$ cat config.mk
export PLATFORM = sky130hd
export DESIGN_NAME = aq_dcache_tag_ctrl
export DESIGN_NICKNAME = d
export VERILOG_FILES = /design/src/rtl/aq_dcache_tag_ctrl.sv
export SDC_FILE = /design/constraint.sdc
export NUM_CORES = 1
export LEC_CHECK = 0
export ABC_AREA = 0
export CAP_MARGIN = 20
export CORE_AREA = 2 2 127 129
export DETAILED_ROUTE_END_ITERATION = 16
export DIE_AREA = 0 0 129 131
export MAX_ROUTING_LAYER = met4
export SLEW_MARGIN = 30
export SYNTH_ARGS = -nofsm -noshare
export SYNTH_HDL_FRONTEND = slang
export SYNTH_SLANG_ARGS = --single-unit
$ cat constraint.sdc
create_clock -name forever_cpuclk -period 2.25 [get_ports forever_cpuclk]
set_input_delay 0.225 -clock forever_cpuclk [delete_from_list [all_inputs] [get_ports forever_cpuclk]]
set_output_delay 0.225 -clock forever_cpuclk [all_outputs]
set_load 0.005 [all_outputs]
$ cat src/rtl/aq_dcache_tag_ctrl.sv
// Tag-array port sequencer: arbitrates LSU lookups, refill writes and the
// CP0 invalidate-all sweep onto the single dcache tag SRAM port.
module aq_dcache_tag_ctrl #(
  parameter int unsigned TAG_LEN    = 28,
  parameter int unsigned SET_NUM    = 64,
  parameter int unsigned STARVE_LIM = 4
) (
  input  logic                forever_cpuclk,
  input  logic                cpurst_b,
  input  logic                cp0_lsu_dcache_inv_req,
  output logic                lsu_dcache_inv_done,
  output logic                ctrl_busy,
  input  logic                rd_req,
  input  logic [11:0]         rd_idx,
  output logic                rd_gnt,
  output logic                rd_data_vld,
  input  logic                wr_req,
  input  logic [11:0]         wr_idx,
  input  logic [3:0]          wr_way,
  input  logic [TAG_LEN-1:0]  wr_tag,
  input  logic                wr_vld,
  output logic                wr_gnt,
  output logic                tag_cen,
  output logic                tag_clk_en,
  output logic                tag_gwen,
  output logic [11:0]         tag_idx,
  output logic [3:0]          tag_way,
  output logic [119:0]        tag_wen,
  output logic [119:0]        tag_din
);

  localparam int unsigned WAYS   = 4;
  localparam int unsigned SLOT_W = 30;
  localparam int unsigned SET_W  = 6;
  localparam int unsigned CNT_W  = (SET_NUM > 1) ? $clog2(SET_NUM) : 1;
  localparam int unsigned STV_W  = $clog2(STARVE_LIM + 1);

  localparam logic [SLOT_W-1:0] VLD_MASK = SLOT_W'(1) << (SLOT_W - 1);
  localparam logic [SLOT_W-1:0] TAG_MASK = SLOT_W'((64'(1) << TAG_LEN) - 64'(1));
  localparam logic [CNT_W-1:0]  CNT_LAST = CNT_W'(SET_NUM - 1);
  localparam logic [STV_W-1:0]  STV_LIM  = STV_W'(STARVE_LIM);

  typedef enum logic [1:0] {
    IDLE = 2'd0,
    INV  = 2'd1,
    DONE = 2'd2
  } state_e;

  state_e             state_q, state_d;
  logic [CNT_W-1:0]   set_cnt_q, set_cnt_d;
  logic [STV_W-1:0]   starve_q, starve_d;
  logic               rd_vld_q;
  logic               sweep_wr;
  logic [SLOT_W-1:0]  wr_slot;

  // State, sweep counter, starvation counter and read-data-valid registers
  always_ff @(posedge forever_cpuclk or negedge cpurst_b) begin
    if (!cpurst_b) begin
      state_q   <= IDLE;
      set_cnt_q <= '0;
      starve_q  <= '0;
      rd_vld_q  <= 1'b0;
    end else begin
      state_q   <= state_d;
      set_cnt_q <= set_cnt_d;
      starve_q  <= starve_d;
      rd_vld_q  <= rd_gnt;
    end
  end

  // Next state, arbitration and array drive for the current cycle
  always_comb begin
    state_d             = state_q;
    set_cnt_d           = set_cnt_q;
    rd_gnt              = 1'b0;
    wr_gnt              = 1'b0;
    sweep_wr            = 1'b0;
    lsu_dcache_inv_done = 1'b0;
    tag_gwen            = 1'b1;
    tag_idx             = '0;
    tag_way             = '0;
    tag_wen             = '1;
    tag_din             = '0;
    wr_slot             = {wr_vld, 29'(wr_tag)};

    unique case (state_q)
      IDLE: begin
        if (cp0_lsu_dcache_inv_req) begin
          state_d   = INV;
          set_cnt_d = '0;
        end else if (rd_req && (!wr_req || (starve_q == STV_LIM))) begin
          rd_gnt = 1'b1;
        end else if (wr_req) begin
          wr_gnt = 1'b1;
        end
      end
      INV: begin
        sweep_wr  = 1'b1;
        set_cnt_d = set_cnt_q + CNT_W'(1);
        if (set_cnt_q == CNT_LAST) state_d = DONE;
      end
      DONE: begin
        lsu_dcache_inv_done = 1'b1;
        state_d             = IDLE;
      end
      default: state_d = IDLE;
    endcase

    if (rd_gnt) begin
      tag_idx = rd_idx;
      tag_way = 4'b1111;
    end else if (wr_gnt) begin
      tag_idx  = wr_idx;
      tag_way  = wr_way;
      tag_gwen = 1'b0;
      for (int w = 0; w < WAYS; w++) begin
        tag_din[w*SLOT_W +: SLOT_W] = wr_slot;
        if (wr_way[w]) tag_wen[w*SLOT_W +: SLOT_W] = ~(VLD_MASK | TAG_MASK);
      end
    end else if (sweep_wr) begin
      tag_idx  = {SET_W'(set_cnt_q), 6'b0};
      tag_way  = 4'b1111;
      tag_gwen = 1'b0;
      for (int w = 0; w < WAYS; w++) begin
        tag_wen[w*SLOT_W +: SLOT_W] = ~VLD_MASK;
      end
    end

    if (rd_req && !rd_gnt) begin
      starve_d = (starve_q == STV_LIM) ? starve_q : starve_q + STV_W'(1);
    end else begin
      starve_d = '0;
    end
  end

  // Array enables follow any access; status outputs come straight from registers
  assign tag_clk_en  = rd_gnt | wr_gnt | sweep_wr;
  assign tag_cen     = ~tag_clk_en;
  assign rd_data_vld = rd_vld_q;
  assign ctrl_busy   = (state_q == INV) || (state_q == DONE);

endmodule

## Yosys cells after proc, flatten, opt, wreduce, memory -nomap -nowiden

Index checks and enable logic that the tools add are counted.

| word-level totals | value |
|---|---|
| register bits after elaboration | 12 |
| word-level logic and storage cells | 60 |

| operators by class | value |
|---|---|
| add/subtract/negate cells | 2 |
| eq/ne operators | 7 |
| multiplexer cells | 34 |
| bitwise operators | 3 |
| reductions and logical operators | 10 |

Operator list:

| cell | number |
|---|---|
| $mux 120 | 5 |
| $mux 30 | 4 |
| $mux 12 | 3 |
| $mux 1 | 12 |
| $mux 4 | 3 |
| $pmux 6 s2 | 1 |
| $add 6x1->6 const B | 1 |
| $eq 6x6->1 const B | 1 |
| $mux 3 | 2 |
| $mux 6 | 1 |
| $ne 2x2->1 const B | 3 |
| $mux 2 | 2 |
| $pmux 2 s2 | 1 |
| $reduce_and 2->1 | 2 |
| $add 3x1->3 const B | 1 |
| $eq 3x3->1 const B | 1 |
| $eq 2x1->1 const B | 1 |
| $eq 2x2->1 const B | 1 |
| $logic_and 1x1->1 | 2 |
| $logic_not 1->1 | 2 |
| $logic_not 2->1 | 1 |
| $logic_or 1x1->1 | 2 |
| $or 1x1->1 | 2 |
| $reduce_bool 2->1 | 1 |
| $not 1->1 | 1 |

## Longest topological paths before layout

| depth | value |
|---|---|
| word-level depth | 9 |
| depth in mapped cells | 8 |

## Least setup slack after synthesis

Ideal clock, no wire load.

| path | value |
|---|---|
| path kind | register to output |
| start point | register state_q[0] |
| end point | output tag_wen[29] |
| arrival | 2.073 ns |
| required time | 2.025 ns |
| setup slack | -0.048 ns |
| stages on the path, launching flop included | 8 |
| path buffers | 2 |
| cell sequence | dfrtp_1 inv_1 ha_1 buf_6 and3b_1 buf_2 nand3_1 a21o_1 |

| between the ends | value |
|---|---|
| word-level cells in the longest chain between the ends | 5 |

Ends and longest elaborated chain:

| what | RTL line | text |
|---|---|---|
| start: declaration | 49 | `state_e state_q, state_d;` |
| start signal: assignment | 64 | `state_q <= state_d;` |
| $eq 2x1->1 | 86 | `unique case (state_q)` |
| $mux 1 | 86 |  |
| $mux 120 | 120 | `end else if (sweep_wr) begin` |
| $mux 120 | 112 | `end else if (wr_gnt) begin` |
| $mux 120 (*) | 109 | `if (rd_gnt) begin` |
| end: declaration | 28 | `output logic [119:0] tag_wen,` |

Mark *: on every way between the ends. The rest lies on a longest branch, timed or not.

## Final worst setup path

| path | value |
|---|---|
| start point | register state_q[1] |
| end point | output tag_way[2] |

| between the ends | value |
|---|---|
| word-level cells in the longest chain between the ends | 5 |

Ends and longest elaborated chain:

| what | RTL line | text |
|---|---|---|
| $eq 2x1->1 | 86 |  |
| $mux 1 | 86 |  |
| $mux 4 | 120 |  |
| $mux 4 | 112 |  |
| $mux 4 (*) | 109 |  |
| end: declaration | 27 | `output logic [3:0] tag_way,` |

Marked as above.

==> flow_metrics.py <==
metrics = {
    "sta": {
        "fin_skew_ps": 1.016,
        "layout_setup_ws_ps": -23.20,
        "setup_viol": 1,
        "slew_headroom_pct": 59.37,
        "whs_ps": 366.7,
        "worst_pin_slew_ps": 607.6,
        "hold_viol_final": 0,
        "period_share_pct": 101.0,
        "clock.fmax_ghz": 0.4399,
        "drv_slew": 0,
        "rsz0062_at_grt": "true",
        "fin_crit_ps": 2273,
    },
    "placed_design": {
        "io_buffers": 317,
        "place_congestion": 0.7954,
        "dp_hpwl_um": 8817,
        "place_inst": 726,
    },
    "drt": {
        "postRouteAntennaNets": 0,
        "firstDrtPassIters": 4,
        "wl_per_cell_um": 15.70,
        "routed_wl_um": 11930,
        "vias_per_cell": 3.797,
        "drt_iter0_drc": 92,
        "vias": 2886,
        "drc_errors": 0,
    },
    "finish": {
        "multi_input_area_um2": 1197,
        "fin_nets": 612,
        "n_fill_cell": 1528,
        "synthToLayoutAreaGrowth_pct": 109.9,
        "regArea_um2": 300.3,
        "stdcell_count": 760,
        "drive_gt1_share_pct": 23.39,
    },
    "grt": {
        "grt_pass1_wl_um": 14830,
        "grt_usage_pct": 11.55,
        "grt_max_degree": 31,
        "antenna_found_initial": 1,
        "grt-ovfl-total": 0,
        "grt_pass1_vias": 2453,
    },
    "logic_synthesis": {
        "synthFlopType": "dfrtp_1",
        "synth_common_cells": "buf_4 (203), and3_1 (32), dfrtp_1 (12)",
        "synth_top_area_share_pct": 53.59,
        "ys_seq_elements": 12,
        "async_flop_share_pct": 100.0,
        "ys_seq_area_share_pct": 10.56,
        "synth_enable_flop_cells": 0,
        "synth_area_leaders": "buf_4 (54%), dfrtp_1 (11%), and3_1 (7.0%)",
        "syn_avg_cell_area_um2": 7.625,
        "synth_cell_types": 43,
        "synth_top_area_cell": "buf_4",
        "syn_inst": 373,
        "synth-warning-count": 0,
        "post-synth-top-count-cell": "buf_4",
        "syn-cell-area_um2": 2844,
    },
    "pwr": {
        "p_comb_share_pct": 76.0,
        "vdd_drop_max_uv": 517.2,
        "pwr-share-seq_pct": 11.4,
        "intPower_w": 0.001888,
        "switchingPower_w": 0.001058,
        "pwr_density_cell_nw_per_um2": 493.5,
        "p_leak_nw": 3.911,
        "p_sw_share_pct": 35.91,
        "p_clk_share_pct": 12.6,
    },
    "critical_path": {
        "path_cells": "inv_2 -> ha_4 -> and3b_2 -> buf_8 -> nand3_4 -> buf_4 -> nand3_1 -> clkdlybuf4s50_1",
        "r2r-end": "set_cnt_q[5]$_DFFE_PN0P_",
        "cp-start-kind": "register",
        "cp_slowest_cell": "clkdlybuf4s50_1",
        "max_stage_delay_ps": 510,
        "regToRegStartpoint": "state_q[0]$_DFFE_PN0P_",
        "crit_required_ps": 2030,
        "worst_setup_path_end_kind": "output pin",
        "arrival_ps": 2050,
        "reg2reg_depth": 7,
        "path_class": "register to output pin",
        "worstPathMaxFanout": 6,
        "r2r_slack_ps": 440,
    },
    "floorplan": {
        "start_util_pct": 18.23,
        "rows": 46,
        "die-area_um2": 16900,
        "die_x_um": 129,
        "die_h_um": 131,
        "io_pins": 326,
        "core_area_um2": 15600,
    },
    "clock_network": {
        "clk_path_buf_depth": 2,
        "clock_latency_ps": 240,
        "clockRootBuffer": "clkbuf_16",
        "cts.clk_slew.worst_paths_ps": 50,
        "cts_made_buffers": 3,
        "cts_sinks": 12,
        "hold_buffers": 0,
        "cts_max_level": 1,
        "cts_tree": "built",
    },
    "status": {
        "violations": "negative setup slack",
        "status": "finished, violations left",
    },
    "hold_path": {
        "min_path_type": "input port to async pin",
    },
    "run": {
        "drv_cap": 0,
    },
}
how the worst max path moves through the flow:
stage / depth (start not counted) / endpoint / from
after global placement: 6 / tag_idx[10] / rd_req
after detailed placement: 6 / tag_idx[10] / rd_req
after global routing: 8 / tag_way[2] / state_q[1]$_DFFE_PN0P_
after floorplan: 7 / tag_wen[29] / state_q[0]$_DFFE_PN0P_
after CTS: 7 / tag_din[21] / state_q[0]$_DFFE_PN0P_
final: 8 / tag_way[2] / state_q[1]$_DFFE_PN0P_
final cells by class:
cell class / instances / area share (%)
inverter: 7 / 0.5659
tap: 216 / 4.527
antenna: 1 / 0.04192
timing repair buffer: 378 / 68.29
sequential: 12 / 5.030
clock buffer: 4 / 1.488
multi-input combinational: 142 / 20.06
state kept, by name, indices dropped and copies added (netlist names):
register	count
starve_q	3
state_q	2
set_cnt_q	6
rd_data_vld	1
layout by cell type, fill, tap and decap left out, types with 4 or more instances in the layout:
master	synthesis	layout
nand3_1	11	6
nor3_1	9	9
buf_12	0	8
nand3b_1	5	5
buf_6	3	8
clkbuf_16	0	4
o21ai_0	5	5
a31oi_1	6	5
o211ai_1	5	5
a21o_1	5	5
buf_4	203	39
a22o_1	6	6
clkbuf_2	0	9
inv_2	1	4
nand2_1	11	11
nand3_4	0	4
clkdlybuf4s15_1	0	5
clkdlybuf4s50_1	0	98
dlymetal6s2s_1	0	133
dfrtp_1	12	12
conb_1	2	8
dlygate4sd2_1	0	70
and3_4	0	30
kinds of logic (layout without fill, tap and decap cells):
logic type	count (synthesis)	in the layout	synth area share, %
AO/OA/AOI/OAI	43	43	11.31
adder cells (fa/ha/maj)	6	6	2.640
other	2	9	0.2641
multiplexers	4	4	1.452
flip-flops	12	12	10.56
AND/OR/NAND/NOR	79	79	15.71
buffers and inverters	225	389	57.46
XOR/XNOR	2	2	0.6160
per-layer routing:
metal / track usage (%) / routed length, um
met1: 13.45 / 4649
met4: 1.471 / 60
met3: 1.547 / 635
met2: 21.69 / 6588
met5: - / 0
metrics by stage:
stage	util [%]	setup WS, ps	area, um2	power [W]	TNS, ps
2_1_floorplan	-	-47.59	2867	0.001454	-4105
4_1_cts	35.03	-164.9	5464	0.002903	-12280
5_1_grt	38.27	-127.9	5969	0.003155	-369.8
3_3_place_gp	32.25	-178.4	5030	0.002440	-6713
3_5_place_dp	32.25	-158.5	5030	0.002466	-14280
6_report	38.27	-23.20	5969	0.002946	-23.20
power groups by stage:
stage	logic, W	clock network [W]	registers [W]
after floorplan	0.00113	0	0.000321
after global placement	0.00211	0	0.000333
after detailed placement	0.00213	0	0.000334
after CTS	0.00219	0.000376	0.000333
after global routing	0.00242	0.000388	0.000348
final	0.00224	0.000372	0.000337
critical path, delay by kind of cell, from the launching register on:
family | cells | cell delay [ps]
buffers and inverters | 4 | 890
and+or+nand+nor | 3 | 390
DFF | 1 | 380
adders and majority gates | 1 | 150
what timing repair did:
item	CTS	global route
pin swaps	3	8
gates cloned	4	1
gates resized for setup	145	187
setup endpoints to repair	253	211
setup buffers	18	7
No activity file was read; power rests on OpenSTA's default activity.
